===== config.mk =====
export PLATFORM = sky130hd
export DESIGN_NAME = uart_receiver
export DESIGN_NICKNAME = d
export VERILOG_FILES = /design/src/rtl/uart_receiver.sv
export SDC_FILE = /design/constraint.sdc
export NUM_CORES = 1
export LEC_CHECK = 0
export CAP_MARGIN = 20
export CORE_MARGIN = 8
export CORE_UTILIZATION = 31
export DETAILED_ROUTE_END_ITERATION = 6
export GPL_TIMING_DRIVEN = 0
export PLACE_DENSITY = 0.5
export SLEW_MARGIN = 25
export SYNTH_ARGS = -nofsm -noshare
export SYNTH_HDL_FRONTEND = slang
export SYNTH_SLANG_ARGS = --single-unit

===== constraint.sdc =====
create_clock -name clk -period 1.8 [get_ports clk]
set_input_delay 0.36 -clock clk [delete_from_list [all_inputs] [get_ports clk]]
set_output_delay 0.36 -clock clk [all_outputs]
set_load 0.005 [all_outputs]

===== src/rtl/uart_receiver.sv =====
// 8N1 UART receiver: 2-flop synchronised rx, mid-bit sampling FSM, byte holding
// register with valid/ack handshake, framing-error pulse and sticky overrun flag.
module uart_receiver #(
  parameter int CLKS_PER_BIT = 16
) (
  input  logic       clk,
  input  logic       rst,
  input  logic       rx,
  output logic [7:0] data,
  output logic       data_valid,
  input  logic       data_ack,
  output logic       frame_err,
  output logic       overrun,
  output logic       busy
);

  localparam int CNT_W = $clog2(CLKS_PER_BIT);

  localparam logic [CNT_W-1:0] CNT_HALF_END = CNT_W'(CLKS_PER_BIT / 2 - 1);
  localparam logic [CNT_W-1:0] CNT_BIT_END  = CNT_W'(CLKS_PER_BIT - 1);

  localparam logic [2:0] IDLE  = 3'd0;
  localparam logic [2:0] START = 3'd1;
  localparam logic [2:0] DATA  = 3'd2;
  localparam logic [2:0] STOP  = 3'd3;
  localparam logic [2:0] BREAK = 3'd4;

  logic             rx_p0;
  logic             rx_p1;
  logic             rx_s;
  logic [2:0]       state;
  logic [CNT_W-1:0] cnt;
  logic [2:0]       bit_idx;
  logic [7:0]       shift;
  logic             cnt_bit_end;

  assign rx_s        = rx_p1;
  assign busy        = (state != IDLE);
  assign cnt_bit_end = (cnt == CNT_BIT_END);

  // Stage p0/p1: synchroniser; idles high so reset never looks like a start bit
  always_ff @(posedge clk) begin
    if (rst) begin
      rx_p0 <= 1'b1;
      rx_p1 <= 1'b1;
    end else begin
      rx_p0 <= rx;
      rx_p1 <= rx_p0;
    end
  end

  // Frame FSM and output register
  always_ff @(posedge clk) begin
    if (rst) begin
      state      <= IDLE;
      cnt        <= '0;
      bit_idx    <= '0;
      data       <= 8'h00;
      data_valid <= 1'b0;
      frame_err  <= 1'b0;
      overrun    <= 1'b0;
    end else begin
      frame_err <= 1'b0;
      if (data_ack && data_valid)
        data_valid <= 1'b0;

      case (state)
        IDLE: begin
          if (!rx_s) begin
            state <= START;
            cnt   <= '0;
          end
        end
        START: begin
          if (cnt == CNT_HALF_END) begin
            cnt <= '0;
            if (!rx_s) begin
              state   <= DATA;
              bit_idx <= '0;
            end else begin
              state <= IDLE;
            end
          end else begin
            cnt <= cnt + CNT_W'(1);
          end
        end
        DATA: begin
          if (cnt_bit_end) begin
            cnt <= '0;
            if (bit_idx == 3'd7)
              state <= STOP;
            else
              bit_idx <= bit_idx + 3'd1;
          end else begin
            cnt <= cnt + CNT_W'(1);
          end
        end
        STOP: begin
          if (cnt_bit_end) begin
            cnt <= '0;
            if (rx_s) begin
              // A coincident ack frees the register, so the new byte is not an overrun
              data       <= shift;
              data_valid <= 1'b1;
              if (data_valid && !data_ack)
                overrun <= 1'b1;
              state <= IDLE;
            end else begin
              frame_err <= 1'b1;
              state     <= BREAK;
            end
          end else begin
            cnt <= cnt + CNT_W'(1);
          end
        end
        BREAK: begin
          if (rx_s)
            state <= IDLE;
        end
        default: state <= IDLE;
      endcase
    end
  end

  // Shift register holds only in-flight data bits, so it needs no reset
  always_ff @(posedge clk) begin
    if (state == DATA && cnt_bit_end)
      shift[bit_idx] <= rx_s;
  end

endmodule


* Word level (Yosys, flattened, before mapping)
Cells that the tools add are included. W data, S select, Z words.
Storage, ports and cells: register bits 31, bits of input ports 4, output and inout port bits 12, word-level logic and storage cells 73
Cells by class: add/subtract/negate cells 2, magnitude comparators 2, equality and inequality tests 15, muxes and demuxes 26, bitwise logic cells 2, reductions and logical operators 16
Operators with widths (count):
- $mux W3 | 11
- $ne A2 B2 Y1 const B | 8
- $pmux W3 S5 | 1
- $mux W4 | 3
- $pmux W4 S3 | 1
- $bwmux W8 | 1
- $eq A3 B2 Y1 const B | 2
- $eq A3 B3 Y1 const B | 2
- $mux W1 | 6
- $pmux W3 S2 | 1
- $reduce_and A6 Y1 | 1
- $reduce_bool A3 Y1 | 2
- $reduce_and A5 Y1 | 1
- $add A4 B1 Y4 const B | 1
- $eq A4 B3 Y1 const B | 1
- $eq A4 B4 Y1 const B | 1
- $logic_and A1 B1 Y1 | 4
- $lt A3 B4 Y1 const B | 1
- $reduce_and A4 Y1 | 1
- $add A3 B1 Y3 const B | 1
- $demux W1 S3 | 1
- $eq A3 B1 Y1 const B | 1
- $ge A3 B1 Y1 const B | 1
- $logic_not A3 Y1 | 1
- other kinds (8) | 9

* Logic depth before layout (Yosys ltp)
depth after elaboration 5, depth in mapped cells 6

* Worst setup path before layout
Ideal clock, no wire load.
path kind reg2reg, start register cnt[0], end register overrun, setup time 0.117 ns, data arrival time 1.383 ns, required time 1.683 ns, path slack 0.300 ns, cell stages (with the launch flop) 7, path through dfxtp_1 > ha_1 > and4_1 > buf_6 > and4_4 > buf_12 > a22o_1
On the way: word-level cells in the longest chain between the ends 2
Ends and longest elaborated chain:
- start: declaration | RTL line 32 | logic [CNT_W-1:0] cnt;
- start signal: assignment | RTL line 84 | cnt <= cnt + CNT_W'(1);
- start signal: assignment | RTL line 95 | cnt <= cnt + CNT_W'(1);
- start signal: assignment | RTL line 113 | cnt <= cnt + CNT_W'(1);
- $eq A4 B4 Y1 | RTL line 39 | assign cnt_bit_end = (cnt == CNT_BIT_END);
- $reduce_and A4 Y1 (no line)
- end signal: assignment | RTL line 61 | overrun <= 1'b0;
- end signal: assignment | RTL line 106 | overrun <= 1'b1;
- end: declaration | RTL line 13 | output logic overrun,
No other way between the ends. A chain may end at the register's enable or synchronous reset.

* Worst setup path after layout
start register state[0], end output busy
On the way: word-level cells in the longest chain between the ends 1
Ends and longest elaborated chain:
- start: declaration | RTL line 31 | logic [2:0] state;
- start signal: assignment | RTL line 55 | state <= IDLE;
- start signal: assignment | RTL line 70 | state <= START;
- start signal: assignment | RTL line 78 | state <= DATA;
- $reduce_bool A3 Y1 | RTL line 38 | assign busy = (state != IDLE);
- end: declaration | RTL line 14 | output logic busy
No other way between the ends.

==> run_results.csv <==
group,metric,value,unit
floorplan,die_h,82.66,um
place,gp_congestion,0.8045,
route,routedWlPerCell,12.95,um
final_layout,fin_nets,168,
route,drtAntennaViolNets,0,
power,clkPwrFrac,0.476,
route,drcViolationCount,0,
critical_path,path_class,"flop to output pin",
synthesis,syn-cell-area,1378,um2
worst_hold_path,hp-start,"rx_p0",
clock_network,cts_buffers,5,
clock_network,cts.path.max_buffers,2,
timing,rsz0062_at_grt,"yes",
power,seqPwrFrac,0.492,
synthesis,yosysWarnings,0,
global_routing,grt_first_pass_wirelength,4726,um
clock_network,h-tree-depth,2,
critical_path,crit_arrival,1.39,ns
critical_path,rr_endpoint,"shift[0]",
global_routing,antenna_found_initial,0,
final_layout,syn_to_final_growth,24.52,%
global_routing,track_usage,0.09166,
clock_network,clock_sinks,31,
timing,worst_slew_pin_slew,0.5521,ns
floorplan,rows,24,
power,p_leak,0.6180,nW
timing,slew_violations,0,
timing,hold_violations,0,
floorplan,floorplan.initialDensity,0.3186,
timing,final.min_clock_period,1.752,ns
timing,slew_headroom,0.6315,
floorplan,core,4324,um2
clock_network,cts_tree,"yes",
final_layout,multiInputGateArea,603.1,um2
floorplan,die_x,82.66,um
critical_path,critical_path_required,1.44,ns
synthesis,async_flop_share,0,
floorplan,ioPinCount,16,
worst_hold_path,hold_path.class,"flop to flop",
place,place_inst,207,
place,io_buffers,15,
power,p_switching,0.0002905,W
power,netSwitchingFraction,0.1967,
timing,tns,0,ns
synthesis,synth_flop_cell,"dfxtp_1",
synthesis,synth-seq-cells,31,
worst_hold_path,min_path_cells,1,
synthesis,synthCells,140,
power,p_comb_frac,0.033,
route,via_per_inst,4.897,
final_layout,final_cells,214,
place,dp_hpwl,1929,um
synthesis,syn_nets,147,
clock_network,path_clk_slew,0.07,ns
timing,final-setup-viol-count,0,
timing,whs,0.4170,ns
clock_network,clk_latency,0.28,ns
clock_network,cts_root_buffer,"clkbuf_8",
final_layout,seq_area,701.9,um2
critical_path,endpoint_kind,"output pin",
timing,period_share,0.9731,
clock_network,post_cts_buffers,0,
run,drv_cap,0,
worst_hold_path,whs_endpoint,"rx_p1",
synthesis,syn_avg_cell_area,9.840,um2
critical_path,startpoint,"state[0]",
timing,fmax,570.9,MHz
final_layout,finalCoreUtilization,0.3967,
critical_path,rr_worst_depth,5,
critical_path,r2r_slack,0.14,ns
synthesis,ys_seq_area_frac,0.5086,
final_layout,filler_cell_count,447,
route,vias,1048,
route,drt_iter0_drc,60,
global_routing,grt_max_degree,17,
final_layout,final_layout_size_suffix_gt1_frac,0.1235,
final_layout,diodes,0,
status,status,"completed",
power,powerDensity,860.9,nW/um2
critical_path,critPathMaxFanout,10,
power,peakVddDrop,0.6415,mV
power,p_int,0.001186,W
synthesis,synth-edff-count,8,
route,dr.pass1.iters,4,
critical_path,critPathLaunchType,"flop",
critical_path,timing.rr.start,"cnt[0]",
timing,clock_skew,0.002865,ns
floorplan,dieArea,6833,um2
route,totalWireLength,2771,um
global_routing,overflow,0,
synthesis,synth_cell_types,38,
global_routing,first_global_vias,1040,
## stage by stage
step	instance area [um2]	power, W	worst slack (ns)
after detailed placement	1593	0.0007883	-0.03812
after CTS	1714	0.001495	0.004188
after floorplan	1378	0.0007668	0.3003
after global routing	1715	0.001549	-0.01136
final	1715	0.001477	0.04849
after global placement	1593	0.0007874	-0.02350
## layer usage
layer | up-vias | global-route usage | part of all wire | routed length (um)
met2 | 17 | 0.1430 | 0.45 | 1255
met3 | 6 | 0.03571 | 0.049 | 136
met4 | 0 | 0.04655 | 0.020 | 55
met1 | 481 | 0.1068 | 0.48 | 1324
li1 | 544 | - | - | -
met5 | - | 0 | 0 | 0
## Yosys cell counts, types with 4 or more instances
cell type	instances	area share
nand4_1	4	0.018
nand2_1	22	0.060
nor2_1	12	0.033
clkbuf_1	4	0.011
edfxtp_1	8	0.17
nand3_1	4	0.015
o21ai_0	4	0.015
mux2i_1	9	0.065
inv_1	4	0.011
dfxtp_1	23	0.33
a21oi_1	5	0.018
## placed cells by master, fill, tap and decap left out, types with 2 or more instances in the layout
cell type	n
o21ai_0	4
nor3_1	3
inv_1	4
o2bb2ai_1	2
nand4_1	4
or2_2	3
clkbuf_8	6
a21oi_1	5
nand2_1	22
nor3b_1	3
buf_6	2
nand2b_1	3
buf_2	2
nor2_1	12
dfxtp_1	22
clkbuf_1	3
ha_1	2
edfxtp_1	8
clkdlybuf4s50_1	14
and3_1	2
mux2i_1	9
nand3_1	4
## state kept, by name, summed over array words and instances, names as in the netlist
signal / flops
data: 8
shift: 8
cnt: 4
bit_idx: 3
state: 3
data_valid: 1
frame_err: 1
overrun: 1
rx_p0: 1
rx_p1: 1
## worst max-delay path: stages, from the launching register on
cell and delay [ns]:
dfxtp_2 0.35, buf_6 0.14, or3_1 0.36, dlygate4sd2_1 0.27
## repair_timing
action | in CTS | in global routing
endpoints found under the setup margin | 1 | 3
pin swaps | 0 | 0
hold buffers | 0 | 0
gates resized for setup | 4 | 2
hold endpoints to repair | 0 | 0
## power groups by stage
stage,sequential (W),clock [W],combinational (W)
floorplan,0.000738,0,0.0000291
global placement,0.000740,0,0.0000473
detailed placement,0.000740,0,0.0000481
CTS,0.000725,0.000722,0.0000481
global route,0.000726,0.000770,0.0000538
finish,0.000726,0.000703,0.0000482
## worst max path at each step
stage / end / slack (ns) / depth (start not counted)
detailed placement: cnt[3] / -0.04 / 5
CTS: busy / 0.004 / 3
finish: busy / 0.05 / 3
floorplan: overrun / 0.30 / 6
global placement: cnt[3] / -0.02 / 5
global route: busy / -0.01 / 3
## kinds of logic after synthesis
logic type	Yosys count	share of synthesized area
AOI/OAI and AO/OA	20	0.1045
buffers and inverters	13	0.05539
adders and majority gates	3	0.02725
DFF	31	0.5086
muxes	9	0.06540
and+or+nand+nor	64	0.2389
## final cells by class
| cell class | count | area share |
|---|---|---|
| clock buffer | 6 | 0.04814 |
| timing repair buffer | 15 | 0.08680 |
| buffer | 8 | 0.03720 |
| inverter | 4 | 0.008753 |
| clock inverter | 2 | 0.02042 |
| sequential | 31 | 0.4092 |
| multi-input combinational | 96 | 0.3516 |
| tap | 52 | 0.03793 |
Power figures use the tool's default switching activity.
